File: src/rtl/iop_gpio_pkg.sv
// Shared definitions for the IOP GPIO responder.
// Word-index register offsets, transfer sizes and the byte-lane mask helper.
package iop_gpio_pkg;

    localparam logic [9:0] A_DATA   = 10'h000;
    localparam logic [9:0] A_DOUT   = 10'h001;
    localparam logic [9:0] A_OESET  = 10'h004;
    localparam logic [9:0] A_OECLR  = 10'h005;
    localparam logic [9:0] A_IESET  = 10'h008;
    localparam logic [9:0] A_IECLR  = 10'h009;
    localparam logic [9:0] A_ITSET  = 10'h00A;
    localparam logic [9:0] A_ITCLR  = 10'h00B;
    localparam logic [9:0] A_IPSET  = 10'h00C;
    localparam logic [9:0] A_IPCLR  = 10'h00D;
    localparam logic [9:0] A_ISTAT  = 10'h00E;

    localparam logic [1:0] SZ_BYTE = 2'd0;
    localparam logic [1:0] SZ_HALF = 2'd1;

    function automatic logic [3:0] byte_mask(
        input logic [1:0] size,
        input logic [1:0] a
    );
        case (size)
            SZ_BYTE: byte_mask = 4'b0001 << a;
            SZ_HALF: byte_mask = a[1] ? 4'b1100 : 4'b0011;
            default: byte_mask = 4'b1111;
        endcase
    endfunction

endpackage

File: src/rtl/iop_gpio_sync.sv
// Two-flop pin synchroniser with a history stage for edge detection.
// rise/fall compare the synchronised level against the previous cycle.
module iop_gpio_sync #(
    parameter int WIDTH = 16
) (
    input  logic             HCLK,
    input  logic             HRESETn,
    input  logic [WIDTH-1:0] din,
    output logic [WIDTH-1:0] sync2,
    output logic [WIDTH-1:0] rise,
    output logic [WIDTH-1:0] fall
);

    logic [WIDTH-1:0] sync1_q, sync1_d;
    logic [WIDTH-1:0] sync2_q, sync2_d;
    logic [WIDTH-1:0] prev_q, prev_d;

    always_comb begin
        sync1_d = din;
        sync2_d = sync1_q;
        prev_d  = sync2_q;
    end

    always_ff @(posedge HCLK or negedge HRESETn) begin
        if (!HRESETn) begin
            sync1_q <= '0;
            sync2_q <= '0;
            prev_q  <= '0;
        end else begin
            sync1_q <= sync1_d;
            sync2_q <= sync2_d;
            prev_q  <= prev_d;
        end
    end

    assign sync2 = sync2_q;
    assign rise  = sync2_q & ~prev_q;
    assign fall  = ~sync2_q & prev_q;

endmodule

File: src/rtl/iop_gpio_port.sv
// GPIO peripheral on the IOP side of the AHB bridge: zero-wait register
// file, output enables and per-pin level/edge interrupts.
module iop_gpio_port
    import iop_gpio_pkg::*;
#(
    parameter int               WIDTH      = 16,
    parameter logic [WIDTH-1:0] DOUT_RESET = '0
) (
    input  logic             HCLK,
    input  logic             HRESETn,
    input  logic             IOSEL,
    input  logic             IOTRANS,
    input  logic [11:0]      IOADDR,
    input  logic             IOWRITE,
    input  logic [1:0]       IOSIZE,
    input  logic [31:0]      IOWDATA,
    output logic [31:0]      IORDATA,
    input  logic [WIDTH-1:0] PORTIN,
    output logic [WIDTH-1:0] PORTOUT,
    output logic [WIDTH-1:0] PORTEN,
    output logic [WIDTH-1:0] GPIOINT,
    output logic             COMBINT
);

    // Registers are held 32 bits wide; bits at or above WIDTH stay zero.
    localparam logic [31:0] PMASK = (WIDTH >= 32) ? 32'hFFFF_FFFF
                                  : ((32'h1 << WIDTH) - 32'h1);

    logic [31:0] dout_q, dout_d;
    logic [31:0] outen_q, outen_d;
    logic [31:0] inten_q, inten_d;
    logic [31:0] itype_q, itype_d;
    logic [31:0] ipol_q, ipol_d;
    logic [31:0] istat_q, istat_d;

    logic [WIDTH-1:0] sync2, rise, fall;
    logic [31:0] s2_w, rise_w, fall_w;
    logic        acc, wr;
    logic [9:0]  waddr;
    logic [3:0]  bm;
    logic [31:0] lanes, wd, clr, cond, rd, irq;

    iop_gpio_sync #(.WIDTH(WIDTH)) u_sync (
        .HCLK    (HCLK),
        .HRESETn (HRESETn),
        .din     (PORTIN),
        .sync2   (sync2),
        .rise    (rise),
        .fall    (fall)
    );

    always_comb begin
        s2_w   = '0;
        rise_w = '0;
        fall_w = '0;
        s2_w[WIDTH-1:0]   = sync2;
        rise_w[WIDTH-1:0] = rise;
        fall_w[WIDTH-1:0] = fall;
        acc   = IOSEL & IOTRANS;
        wr    = acc & IOWRITE;
        waddr = IOADDR[11:2];
        bm    = byte_mask(IOSIZE, IOADDR[1:0]);
        lanes = {{8{bm[3]}}, {8{bm[2]}}, {8{bm[1]}}, {8{bm[0]}}};
        wd    = IOWDATA & lanes & PMASK;
    end

    always_comb begin
        dout_d  = dout_q;
        outen_d = outen_q;
        inten_d = inten_q;
        itype_d = itype_q;
        ipol_d  = ipol_q;
        clr     = '0;
        if (wr) begin
            case (waddr)
                A_DOUT:  dout_d  = (dout_q & ~(lanes & PMASK)) | wd;
                A_OESET: outen_d = outen_q | wd;
                A_OECLR: outen_d = outen_q & ~wd;
                A_IESET: inten_d = inten_q | wd;
                A_IECLR: inten_d = inten_q & ~wd;
                A_ITSET: itype_d = itype_q | wd;
                A_ITCLR: itype_d = itype_q & ~wd;
                A_IPSET: ipol_d  = ipol_q | wd;
                A_IPCLR: ipol_d  = ipol_q & ~wd;
                A_ISTAT: clr     = wd;
                default: ;
            endcase
        end
        // A new hit always beats a same-cycle software clear.
        cond = (itype_q & ((ipol_q & rise_w) | (~ipol_q & fall_w)))
             | (~itype_q & ~(s2_w ^ ipol_q));
        istat_d = ((cond & inten_q) | (istat_q & ~clr)) & PMASK;
    end

    always_ff @(posedge HCLK or negedge HRESETn) begin
        if (!HRESETn) begin
            dout_q  <= {{(32 - WIDTH){1'b0}}, DOUT_RESET} & PMASK;
            outen_q <= '0;
            inten_q <= '0;
            itype_q <= '0;
            ipol_q  <= '0;
            istat_q <= '0;
        end else begin
            dout_q  <= dout_d;
            outen_q <= outen_d;
            inten_q <= inten_d;
            itype_q <= itype_d;
            ipol_q  <= ipol_d;
            istat_q <= istat_d;
        end
    end

    always_comb begin
        rd = '0;
        case (waddr)
            A_DATA:           rd = s2_w;
            A_DOUT:           rd = dout_q;
            A_OESET, A_OECLR: rd = outen_q;
            A_IESET, A_IECLR: rd = inten_q;
            A_ITSET, A_ITCLR: rd = itype_q;
            A_IPSET, A_IPCLR: rd = ipol_q;
            A_ISTAT:          rd = istat_q;
            default:          rd = '0;
        endcase
        IORDATA = acc ? rd : 32'h0;
        irq     = istat_q & inten_q;
    end

    assign PORTOUT = dout_q[WIDTH-1:0];
    assign PORTEN  = outen_q[WIDTH-1:0];
    assign GPIOINT = irq[WIDTH-1:0];
    assign COMBINT = |irq;

endmodule

File: config.mk
export PLATFORM = sky130hd
export DESIGN_NAME = iop_gpio_port
export DESIGN_NICKNAME = d
export VERILOG_FILES = /design/src/rtl/iop_gpio_pkg.sv /design/src/rtl/iop_gpio_sync.sv /design/src/rtl/iop_gpio_port.sv
export SDC_FILE = /design/constraint.sdc
export NUM_CORES = 1
export LEC_CHECK = 0
export ABC_AREA = 0
export CAP_MARGIN = 20
export CORE_MARGIN = 2
export CORE_UTILIZATION = 50
export CTS_BUF_LIST = sky130_fd_sc_hd__clkbuf_8
export CTS_CLUSTER_DIAMETER = 120
export DETAILED_ROUTE_END_ITERATION = 8
export GPL_TIMING_DRIVEN = 0
export PLACE_DENSITY_LB_ADDON = 0.1
export SYNTH_ARGS = -nofsm -noshare
export SYNTH_HDL_FRONTEND = slang
export SYNTH_SLANG_ARGS = --single-unit
File: constraint.sdc
create_clock -name HCLK -period 5.3 [get_ports HCLK]
set_clock_uncertainty 0.15 [all_clocks]
set_input_delay 0.53 -clock HCLK [delete_from_list [all_inputs] [get_ports HCLK]]
set_output_delay 0.53 -clock HCLK [all_outputs]
set_load 0.02 [all_outputs]
Word level (Yosys, flattened, before mapping)
Cells that the tools add are included.
{"block": "op_classes", "eq_ne": 11, "shift": 1, "muxes": 10, "bitwise_logic": 34, "n_reduce_logical": 16}
{"op": "32-bit one-hot mux with 2 select lines", "count": 4}
{"op": "32-bit one-hot mux with 7 select lines", "count": 1}
{"op": "32-bit AND", "count": 5}
{"op": "32-bit by 16-bit bitwise OR with 32-bit output", "count": 5}
{"op": "16-bit AND", "count": 9}
{"op": "16-bit NOT", "count": 6}
{"op": "10-bit by 4-bit equality test with 1-bit output (second input constant)", "count": 7}
{"op": "16-bit NOT with 32-bit output", "count": 2}
{"op": "16-bit bitwise OR", "count": 3}
{"op": "16-bit by 32-bit AND with 32-bit output", "count": 1}
{"op": "16-bit 2-to-1 mux", "count": 2}
{"op": "32-bit 2-to-1 mux", "count": 1}
{"op": "32-bit OR reduction", "count": 1}
{"op": "10-bit by 3-bit equality test with 1-bit output (second input constant)", "count": 2}
{"op": "16-bit bitwise XOR", "count": 1}
{"op": "10-bit by 1-bit equality test with 1-bit output (second input constant)", "count": 1}
{"op": "10-bit logical NOT", "count": 1}
{"op": "2-bit AND reduction", "count": 5}
{"op": "2-bit nonzero test", "count": 4}
{"op": "2-bit OR reduction", "count": 4}
{"op": "2-bit one-hot mux with 2 select lines", "count": 1}
{"op": "1-bit AND", "count": 2}
{"op": "2-bit by 1-bit equality test with 1-bit output (second input constant)", "count": 1}
{"op": "2-bit logical NOT", "count": 1}
{"op": "other kinds (2)", "count": 2}
{"block": "word_totals", "ff_bits": 224, "inputBits": 67, "out_inout_bits": 81, "word_cells": 81}

Logic depth before layout (Yosys ltp)
Gate-level depths: netlist of run 1.
{"block": "logic_depth", "depth_word": 8, "ltp_mapped": 8, "ltp_nobuf": 4}

Hierarchy
A second synthesis of run 1 with hierarchy kept.
{"block": "hier_totals", "cells_unflattened": 735, "hier_area_um2": 7378.3}
{"mod": "iop_gpio_port", "n_inst": 1, "cells_each": 655, "area_each_um2": 5896.9, "seq_area_each_um2": 2402.3}
{"mod": "iop_gpio_sync", "n_inst": 1, "cells_each": 80, "area_each_um2": 1481.4, "seq_area_each_um2": 1201.2}

Least setup slack after synthesis of run 1
Ideal clock, no wire load.
{"block": "synth_timing", "path_kind": "input to output", "startpoint": "input IOADDR[2]", "endpoint": "output IORDATA[10]", "arrival_ps": 2218, "required_time_ps": 4620, "slack_ps": 2402, "cell_stages": 6, "n_path_buf": 2, "cell_sequence": "clkbuf_1 > or4b_1 > clkbuf_1 > nor3_1 > a22oi_1 > a21oi_1"}
{"block": "synth_between", "elab_chain_len": 4, "word_cells_on_any_way": 17, "classes_between": "eq/ne: 10; mux: 2; reduce/logical: 5"}
{"item": "from (decl)", "line_no": "iop_gpio_port.sv:13", "text": "input logic [11:0] IOADDR,"}
{"item": "10-bit by 4-bit equality test with 1-bit output / 10-bit by 3-bit equality test with 1-bit output (equally long branches)", "line_no": "iop_gpio_port.sv:115", "text": "case (waddr)"}
{"item": "2-bit OR reduction", "line_no": "iop_gpio_port.sv:115"}
{"item": "32-bit one-hot mux with 7 select lines (*)", "line_no": "iop_gpio_port.sv:115"}
{"item": "32-bit 2-to-1 mux (*)", "line_no": "iop_gpio_port.sv:125", "text": "IORDATA = acc ? rd : 32'h0;"}
{"item": "to (decl)", "line_no": "iop_gpio_port.sv:17", "text": "output logic [31:0] IORDATA,"}
Mark *: on every way between the ends. The rest lies on a longest branch, timed or not.

Worst setup path in the final report of run 1
{"block": "layout_timing", "startpoint": "input IOADDR[3]", "endpoint": "output IORDATA[1]"}
The elaborated chain is that of the path after synthesis.

==> results of run 1 <==
## worst max-delay path, cell delays in order
cell and delay [ns]:
clkdlybuf4s50_1 0.63, clkbuf_1 0.53, inv_1 0.25, o2111ai_1 0.89, clkbuf_1 0.63, nor2_1 0.20, clkdlybuf4s50_1 0.59
## cell usage after synthesis, types with 3 or more instances
cell | n | area share (%)
nand2_1 | 54 | 2.9
or2_2 | 3 | 0.27
and2_1 | 17 | 1.5
nor4_1 | 3 | 0.27
a22oi_1 | 7 | 0.76
nor2_1 | 10 | 0.54
a221oi_1 | 12 | 1.5
buf_4 | 16 | 1.7
o21ai_0 | 59 | 4.3
inv_1 | 11 | 0.60
o21ai_1 | 8 | 0.58
or4_1 | 3 | 0.32
nand4_1 | 6 | 0.54
clkbuf_1 | 39 | 2.1
nand3_1 | 18 | 1.3
mux2i_1 | 20 | 2.9
nor3_1 | 8 | 0.58
a21oi_1 | 21 | 1.5
mux2_2 | 18 | 2.9
nor2b_1 | 22 | 2.0
a211o_1 | 11 | 1.4
o31ai_1 | 102 | 11
dfrtp_1 | 144 | 52
a22o_1 | 14 | 1.8
## layout make-up
cell class	instances	area (µm²)	area share, %
flip-flops and latches	144	3600	41.0
clock buffers	17	234	2.66
clock inverters	15	145	1.65
well taps	180	225	2.56
plain buffers	60	295	3.36
repair buffers	117	1190	13.6
inverters	11	41.3	0.470
multi-input cells	459	3050	34.7
## final timing paths
path	to	startpoint	depth (start not counted)
worst max-delay path	IORDATA[1]	IOADDR[3]	7
max in group asynchronous	istat_q[12]	HRESETn	3
worst max register to register	istat_q[7]	register	3
worst min register to register	u_sync.sync2[11]	u_sync.sync1_q[11]	0
worst min-delay path	u_sync.sync2[11]	u_sync.sync1_q[11]	0
min in group asynchronous	u_sync.sync2[4]	HRESETn	2
## through the flow
| stage | area, µm² | setup TNS (ns) | utilization [%] | total power (µW) |
|---|---|---|---|---|
| after floorplan | 6990 | 0 | - | 1250 |
| after global placement | 8350 | -303.64 | 60.8 | 1370 |
| after detailed placement | 8400 | 0 | 61.2 | 1370 |
| after CTS | 8790 | 0 | 64.0 | 2210 |
| after global routing | 8790 | 0 | 64.0 | 2280 |
| final | 8790 | 0 | 64.0 | 2220 |
## power breakdown
group / total, µW / internal [µW] / switching (µW)
combinational: 220 / 75.7 / 144
clock: 859 / 415 / 444
sequential: 1140 / 1120 / 16.7
## cell usage in the layout (no fill, tap or decap), drive strengths merged, types with 14 or more instances in the layout
cell type,instances
nand3,18
mux2,18
buf,25
conb,16
a22o,14
and2,17
dfrtp,144
o21ai,67
a21oi,21
mux2i,20
clkdlybuf4s50,112
nor2b,22
o31ai,104
inv,16
clkbuf,56
nand2,54
## layer usage
metal  part of all wire [%]  wire, µm  up-vias
li1                       -         -     2766
met1                     39      9510     3171
met2                     44     10800      499
met3                     13      3170      101
met4                    4.6      1150        0
met5                      0         0        -
## cell families after synthesis
group | count (synthesis)
AO/OA/AOI/OAI | 246
AND/OR/NAND/NOR | 155
flip-flops | 144
buffers and inverters | 71
multiplexers | 40
XOR/XNOR | 2
other | 1
==> reports/metrics.cfg, run 1 <==
[status]
status = finished clean

[cells_and_area]
flow.area_growth_from_synthesis_pct = 26.7
final_cells = 1003
layout.nets = 877
num_antenna_cells = 0
n_fill_cell = 1168
share_of_cells_above_drive_strength_1_pct = 10.3

[cts]
insertion_delay_to_the_later_sink_of_the_worst_skew_pair_ns = 0.47
root_buffer = clkbuf_8
clock_tree.htree_level_count = 4
clk_pin_slew_ns = 0.08
number_of_buffers_added_by_the_clock_tree_synthesis_step = 17
post_cts_hold_buffer_count = 1
tritoncts = done
cts.sink_count = 144
cts.repair.resized = 0
post-cts-setup-buffers = 0
clock_tree_buf_depth = 2

[global_route]
globalRouteTotalUtil_pct = 34.1
global_route.peak_usage_layer = met2
use_met2_pct = 49.5
gr-usage-met3_pct = 10.7
grt.overflow.total = 0
grt_pass1_vias = 6299
global_route_wire_length_before_repair_um = 36800
grt_antenna_before_repair = 0
maximum_number_of_pins_on_one_net_before_global_route_repair = 85
met1_usage_pct = 46.3

[sta]
slew_violations = 0
post-route-period-util_pct = 93.1
worst_slew_pin_slew_ns = 1.09
post-route-min-period_ns = 4.93
slew_headroom_pct = 27.6
maxClockFrequency_ghz = 0.203
final.setup.worst_slack_ns = 0.366
final-hold-violation-count = 0
fin_hold_ws_ns = 0.202
rsz0062_at_grt = no
setup_viol_count_final = 0

[floorplanning]
rows = 43
start_util_pct = 50.5
io_pins = 148
dieHeight_um = 122
core_area_um2 = 13700
chipWidth_um = 122
dieArea_um2 = 14800

[logic_synthesis]
synth_ff_type = dfrtp_1
combinational_family_with_the_most_area_after_synthesis = compound AO/OA/AOI/OAI gates
postSynthAreaPerCell_um2 = 10.5
ys.warnings.count = 0
synth_seq_area_share_pct = 52.0
post_synth_inst_count = 659
number_of_enable_type_register_cells_in_the_synthesized_netlist = 0
synth_compound_area_share_pct = 24.4
synth.ff_latch_count = 144
post_synthesis_adder_cell_area_fraction_pct = 0
synthSimpleGateAreaFrac_pct = 12.0
synth.cell_area_um2 = 6930
synth_xor_xnor_area_share_pct = 0.253
synthDistinctLibCells = 46
async_flop_share_pct = 100
muxShareOfSynthArea_pct = 6.46

[critical_path]
start_kind = primary input
critical_path_arrival_ns = 4.25
timing.critical_path.fanout_max = 10
criticalPathCategory = primary input to primary output
cp-end-kind = primary output
setup.reg_to_reg.worst_slack_ns = 3.89
worst-endpoint-required_ns = 4.62

[detailed_routing]
post_drt_via_cell_ratio = 6.52
remaining_antenna_violation_count_after_routing = 0
detailedRoute.firstIterationViolations = 853
drtPass1Iterations = 6
vias = 6537
route.final.wire_length_um = 24700
wl_per_cell_um = 24.6
post-route-drc-count = 0

[placement]
port_buffers = 113
dp_worst_setup_slack_ns = 0.570
place_hpwl_um = 16500
post-place-cells = 970
routabilityCongestion = 0.955

[run]
max_cap_violations = 0

[pwr]
vdd.ir_drop.worst_mv = 0.183
power.static_leakage_uw = 0.00355
power_density_nw_per_um2 = 252

[min_path]
holdCritPathClass = register to register

Power figures use the tool's default switching activity.
==> run 2: changes to the inputs <==
- SLEW_MARGIN: default -> 10
==> results of run 2 <==
The final DEF is identical to that of run 1; final timing and power are the same.
==> run 3: changes to the inputs <==
- CORE_MARGIN: 2 -> default
- SLEW_MARGIN: 10 -> 20
==> run 3 against run 2 <==
  * Die area down 3.3%
  * Non-clock buffer count shrank 1
  * Clock power increased by 20%
  * Critical path depth unchanged
  * Count of clock-buffer cells in the layout stayed put
  * Via count up 0.44%
  * Worst hold slack is essentially flat
  * Largest cell class unchanged
==> reports/metrics.cfg, run 3 (same netlist as run 1, synthesis figures left out) <==
[pwr]
vdd.ir_drop.worst_mv = 0.188  ; was 0.183 mV
power.static_leakage_uw = 0.00358  ; was 0.00355 µW
power_density_nw_per_um2 = 269  ; was 252 nW/µm²

[cts]
clk_pin_slew_ns = 0.09  ; was 0.08 ns
root_buffer = clkbuf_8  ; unchanged
post-cts-setup-buffers = 0  ; unchanged
clock_tree.htree_level_count = 4  ; unchanged
number_of_buffers_added_by_the_clock_tree_synthesis_step = 17  ; unchanged
tritoncts = done  ; unchanged
cts.sink_count = 144  ; unchanged
clock_tree_buf_depth = 2  ; unchanged
post_cts_hold_buffer_count = 1  ; unchanged
cts.repair.resized = 0  ; unchanged
insertion_delay_to_the_later_sink_of_the_worst_skew_pair_ns = 0.48  ; was 0.47 ns

[detailed_routing]
wl_per_cell_um = 24.7  ; was 24.6 µm
post_drt_via_cell_ratio = 6.58  ; was 6.52
drtPass1Iterations = 5  ; was 6
detailedRoute.firstIterationViolations = 787  ; was 853
remaining_antenna_violation_count_after_routing = 0  ; unchanged
route.final.wire_length_um = 24700  ; about the same
post-route-drc-count = 0  ; unchanged
vias = 6566  ; was 6537

[global_route]
maximum_number_of_pins_on_one_net_before_global_route_repair = 76  ; was 85
grt_antenna_before_repair = 1  ; was 0
grt.overflow.total = 0  ; unchanged
grt_pass1_vias = 6589  ; was 6299
globalRouteTotalUtil_pct = 35.4  ; was 34.1%
global_route_wire_length_before_repair_um = 37200  ; was 36800 µm

[floorplanning]
core_area_um2 = 13400  ; was 13700 µm²
rows = 42  ; was 43
start_util_pct = 51.7  ; was 50.5%
dieHeight_um = 120  ; was 122 µm
dieArea_um2 = 14300  ; was 14800 µm²
chipWidth_um = 120  ; was 122 µm
io_pins = 148  ; unchanged

[critical_path]
cp_cell_sequence = clkdlybuf4s50_1, clkbuf_1, inv_1, o2111ai_1, clkbuf_1, a21oi_1, clkdlybuf4s50_1  ; was clkdlybuf4s50_1, clkbuf_1, inv_1, o2111ai_1, clkbuf_1, nor2_1, clkdlybuf4s50_1
worst_path_max_delay_cell = o2111ai_1  ; unchanged
criticalPathCategory = primary input to primary output  ; unchanged
timing.critical_path.fanout_max = 10  ; unchanged
worst-endpoint-required_ns = 4.62  ; about the same
critPathMaxStageDelay_ns = 0.89  ; about the same
critical_path_arrival_ns = 4.27  ; was 4.25 ns
start_kind = primary input  ; unchanged
cp-end-kind = primary output  ; unchanged

[placement]
place_hpwl_um = 16500  ; about the same
routabilityCongestion = 0.959  ; was 0.955
dp_worst_setup_slack_ns = 0.508  ; was 0.570 ns
post-place-cells = 965  ; was 970
port_buffers = 113  ; unchanged

[cells_and_area]
share_of_cells_above_drive_strength_1_pct = 10.5  ; was 10.3%
final_cells = 998  ; was 1003
flow.area_growth_from_synthesis_pct = 28.0  ; was 26.7%
num_antenna_cells = 0  ; unchanged
n_fill_cell = 1112  ; was 1168
commonest_cells_after_routing_fill_and_taps_aside = dfrtp_1, clkdlybuf4s50_1, o31ai_1, o21ai_0, nand2_1  ; unchanged
mostFrequentLayoutCell = dfrtp_1  ; unchanged
layout.nets = 876  ; was 877

[sta]
slew_headroom_pct = 25.3  ; was 27.6%
post-route-min-period_ns = 4.95  ; was 4.93 ns
rsz0062_at_grt = no  ; unchanged
maxClockFrequency_ghz = 0.202  ; was 0.203 GHz
final-hold-violation-count = 0  ; unchanged
post-route-period-util_pct = 93.3  ; was 93.1%
slew_violations = 0  ; unchanged
final.setup.worst_slack_ns = 0.353  ; was 0.366 ns
setup_viol_count_final = 0  ; unchanged
worst_slew_pin_slew_ns = 1.11  ; was 1.09 ns

[run]
max_cap_violations = 0  ; unchanged

[status]
status = finished clean  ; unchanged

[min_path]
holdCritPathClass = register to register  ; unchanged

-- run 3: worst paths after layout --
check	endpoint	start	depth (start not counted)	slack, ns
max	IORDATA[7]	IOADDR[3]	7	0.35
min	u_sync.sync2[13]	u_sync.sync1_q[13]	0	0.20
max reg2reg	istat_q[13]	register	4	4.08
min reg2reg	u_sync.sync2[13]	u_sync.sync1_q[13]	0	0.20
max in group asynchronous	asynchronous set/reset pin	HRESETn	3	3.80
min in group asynchronous	u_sync.sync1_q[4]	HRESETn	2	0.44
-- run 3: layout make-up --
cell class                 count  area, µm²  share of cell area, %
buffer                        60        295                   3.33
clock buffer                  17        234                   2.64
clock inverter                15        231                   2.61
inverter                      11       41.3                  0.465
multi-input combinational    459       3060                   34.5
sequential                   144       3600                   40.6
tap                          176        220                   2.48
timing repair buffer         116       1190                   13.4
-- run 3: critical path: cells and delay by family --
family	cells	cell delay [ns]
AOI/OAI and AO/OA	2	1.03
buffers and inverters	5	2.69
-- run 3: where the power goes --
| part | leakage [µW] | switching, µW | internal [µW] | total, µW |
|---|---|---|---|---|
| Clock | 0.000228 | 464 | 566 | 1030 |
| Sequential | 0.00186 | 17.5 | 1120 | 1140 |
| Combinational | 0.00150 | 144 | 76.0 | 220 |
-- run 3: per-stage QoR --
step	TNS (ns)	instance area [µm²]	total power, µW	utilization [%]	hold WS (ns)
floorplan	0	6990	1250	-	0.0844
global placement	-307.73	8340	1360	62.2	0.183
detailed placement	0	8400	1370	62.7	0.185
CTS	0	8870	2380	66.2	0.205
global route	0	8870	2450	66.2	0.211
finish	0	8870	2390	66.2	0.202
-- run 3: routing by layer --
metal	share of wire, %	vias up	GRT usage, %
met4	4.5	2	18.4
met3	14	97	12.7
li1	-	2756	-
met1	38	3183	45.1
met5	0.053	-	0
met2	44	528	52.9
==> variant 1 (flow settings as in run 3) <==
`WIDTH` is set to 16 in 2 places; all go to 15.
--- a/src/rtl/iop_gpio_sync.sv
+++ b/src/rtl/iop_gpio_sync.sv
@@ -2,5 +2,5 @@
 // rise/fall compare the synchronised level against the previous cycle.
 module iop_gpio_sync #(
-    parameter int WIDTH = 16
+    parameter int WIDTH = 15
 ) (
     input  logic             HCLK,
--- a/src/rtl/iop_gpio_port.sv
+++ b/src/rtl/iop_gpio_port.sv
@@ -4,5 +4,5 @@
     import iop_gpio_pkg::*;
 #(
-    parameter int               WIDTH      = 16,
+    parameter int               WIDTH      = 15,
     parameter logic [WIDTH-1:0] DOUT_RESET = '0
 ) (
Ports: changed (resized GPIOINT, PORTEN, PORTIN and PORTOUT); port bits go from 148 to 144. The function was not compared with the original's and may differ.
==> variant 1 against run 3 <==
  * Worst setup slack better by 760 ps
  * Synthesized area is 4.7% lower
  * Final cell count is 5.2% lower
  * Routed wire length is 9.4% lower
  * Total power is 5.5% lower
  * Sequential power is 7% lower
  * Worst hold slack worse by 2.5 ps
  * Design area is 4.5% lower
  * Sequential cell count is 9 lower
==> variant 1: results (changes against run 3) <==
- Vias: 5991 (-8.8%)
- Pin count of the biggest net entering global routing: 82 (+7.9%)
- Dpl hpwl: 14590 um (-11%)
- Area share of buffers outside the clock network: 0.1728 (+0.005567)
- Max-slew headroom: 0.2459 (-0.007378)
- Nets: 827 (-5.6%)
- 1st-iter DRT viols: 654 (-17%)
- Fin cells: 946 (-5.2%)
- Met3 usage: 0.09372 (-0.03318)
- Vias in the first global route: 5751 (-13%)
- Initial antenna violation count: 0 (-1)
- Reg clk slew, reported paths: 70 ps (-20 ps)
- Flip-flop and latch area: 0.003378 mm^2 (-6.3%)
- GRT Util Overall: 0.3414 (-0.01261)
- CLK BUF: 19 (+2)
- Final hold slack: 200.0 ps (-2.486 ps)
- Register area share after synthesis: 0.5112 (-0.008592)
- Met2 global-route usage: 0.5057 (-0.02354)
- Comb_multi_in: 431 (-6.1%)
- Inst Count DP: 913 (-5.4%)
- R2R setup slack: 4160 ps (+80 ps)
- Leakage Power: 3.403 nW (-5.0%)
- Complex-gate fraction of the synthesized area: 0.2315 (-0.01282)
- FILL cells: 980 (-12%)
- Worst endpoint data arrival time: 3510 ps (-760 ps)
- Place WS: 1182 ps (+674.2 ps)
- Width of the die: 117.0 um (-2.3%)
- Post-synth top cells: dfrtp_1, o31ai_1, nand2_1
- Total Wirelength: 22360 um (-9.4%)
- Internal: 1.702 mW (-3.4%)
- ClkCell Share: 0.05480 (+0.002340)
- Clk. pwr: 0.990 mW (-4%)
- Outcome: completed
- Post-synthesis mux area share: 0.06475 (+0.0001389)
- Peak supply drop: 0.0002714 V (+44%)
- Netlist cell types: 52 (+13%)
- Logic inverters: 8 (-3)
- Initial DRT Pass Iterations: 6 (+1)
- I/O Buffers: 107 (-5.3%)
-- variant 1: final timing paths --
check | startpoint | endpoint | cells after the start
hold reg to reg | u_sync.sync1_q[1] | u_sync.sync2[1] | 0
min in group asynchronous | HRESETn | u_sync.sync1_q[0] | 2
hold / removal | u_sync.sync1_q[1] | u_sync.sync2[1] | 0
setup reg to reg | flip-flop | istat_q[12] | 4
setup / recovery | IOADDR[4] | IORDATA[5] | 7
max in group asynchronous | HRESETn | u_sync.sync2[8] | 3
-- variant 1: metal layers --
metal	routed length [um]	share of wire	vias to the layer above
met5	0	0	-
met4	841	0.038	0
met3	2522	0.11	80
met2	10060	0.45	428
met1	8940	0.40	2894
li1	-	-	2589
-- variant 1: kinds of logic after synthesis --
| kind of cell | Yosys count |
|---|---|
| DFF | 135 |
| and+or+nand+nor | 153 |
| muxes | 34 |
| xor gates and xnor gates | 2 |
| AOI/OAI and AO/OA | 225 |
| other | 1 |
| buffers and inverters | 67 |
==> variant 2 (config.mk and constraints of run 3) <==
Made on the original files. Reset style: synchronous (`HRESETn`), changed in 2 clocked blocks.
--- a/src/rtl/iop_gpio_sync.sv
+++ b/src/rtl/iop_gpio_sync.sv
@@ -22,5 +22,5 @@
     end
 
-    always_ff @(posedge HCLK or negedge HRESETn) begin
+    always_ff @(posedge HCLK) begin
         if (!HRESETn) begin
             sync1_q <= '0;
--- a/src/rtl/iop_gpio_port.sv
+++ b/src/rtl/iop_gpio_port.sv
@@ -93,5 +93,5 @@
     end
 
-    always_ff @(posedge HCLK or negedge HRESETn) begin
+    always_ff @(posedge HCLK) begin
         if (!HRESETn) begin
             dout_q  <= {{(32 - WIDTH){1'b0}}, DOUT_RESET} & PMASK;
Check against the original RTL: differs if HRESETn is asserted again (counterexample within 4 cycles, from zero or initial values and one cycle with HRESETn low); with HRESETn held inactive, the same outputs for 4 cycles.
==> variant 2 against run 3 <==
  * Sequential cell count did not move
  * Global-route usage is 1.8 points higher
  * Routed wire length increased by 8.2%
  * Worst hold slack improved by 83 ps
  * Non-clock buffer count rose by 22
  * Via count is 13% higher
  * First-iteration DRC count rose by 35%
  * Worst setup slack improved by 350 ps
  * Design area decreased by 0.28%
  * Total power is 6.8% lower
  * Synthesized area is 0.96% higher
  * Critical path type unchanged
==> variant 2: results (changes against run 3) <==
- Hold Startpoint: u_sync.sync1_q[7]
- Ys async rst share: 0 (-1.000)
- Register area share after synthesis: 0.4119 (-0.1079)
- Slowest-stage cell, CP: nor3_1
- Worst Setup SP: IOADDR[5]
- Top cells by area, synth: dfxtp_1, and2_1, a31oi_1, a21oi_1, o21ai_0
- Last element of the critical path: IORDATA[1]
- Worst Hold Depth: 1 (+1)
- Place WS: 826.2 ps (+318.5 ps)
- 1st-iter DRT viols: 1066 (+35%)
- Outcome: completed
- Leakage Power: 3.048 nW (-15%)
- Hold path endpoint: u_sync.sync2[7]
- I/O Buffers: 114 (+0.88%)
- Nets: 1018 (+16%)
- Vias in the first global route: 6862 (+4.1%)
- RePlAce Congestion: 1.006 (+4.9%)
- RR Endpoint: istat_q[11]
- Max-slew headroom: 0.3288 (+0.07553)
- Fraction of layout cells with a size suffix above 1: 0.08610 (-0.01852)
- Worst setup margin: 707.5 ps (+354.9 ps)
- Pin count of the biggest net entering global routing: 17 (-78%)
- Initial DRT Pass Iterations: 6 (+1)
- Worst endpoint data arrival time: 3910 ps (-360 ps)
- Netlist cell types: 48 (+4.3%)
variant 2: kinds of logic after synthesis:
logic type,after synthesis,synth area share
AOI/OAI and AO/OA,283,0.2605
and+or+nand+nor,256,0.2215
DFF,144,0.4119
buffers and inverters,91,0.06417
muxes,20,0.03396
xor gates and xnor gates,6,0.007508
other,1,0.0005358
variant 2: power breakdown:
group          total [mW]  internal (mW)  switching (mW)
clock network       0.902          0.437           0.464
logic               0.219         0.0768           0.142
registers            1.11           1.10          0.0106
total                2.23           1.61           0.617
variant 2: metrics by stage:
step	cell area, um^2	power [mW]	util	cells	hold WS, ps
finish	8847	2.226	0.6576	1141	285.3
detailed placement	8442	1.341	0.6275	1108	268.5
global placement	8417	1.335	0.6257	1106	264.5
global route	8845	2.278	0.6575	1140	299.7
floorplan	7056	1.235	-	816	261.9
CTS	8845	2.210	0.6575	1140	288.8
variant 2: layout make-up:
| cell class | count | area, um^2 |
|---|---|---|
| Antenna cell | 1 | 2.502 |
| Buffer | 82 | 415.4 |
| Clock buffer | 18 | 247.7 |
| Clock inverter | 14 | 155.1 |
| Fill cell | 1210 | 4606 |
| Inverter | 9 | 33.78 |
| Multi-Input combinational cell | 581 | 3736 |
| Sequential cell | 144 | 2883 |
| Tap cell | 176 | 220.2 |
| Timing Repair Buffer | 116 | 1154 |
variant 2: routing by layer:
metal | global-route usage | part of all wire | vias up
met5 | 0 | 0 | -
met4 | 0.1597 | 0.033 | 0
met1 | 0.4988 | 0.41 | 3507
met3 | 0.1047 | 0.13 | 89
li1 | - | - | 3260
met2 | 0.5560 | 0.44 | 574
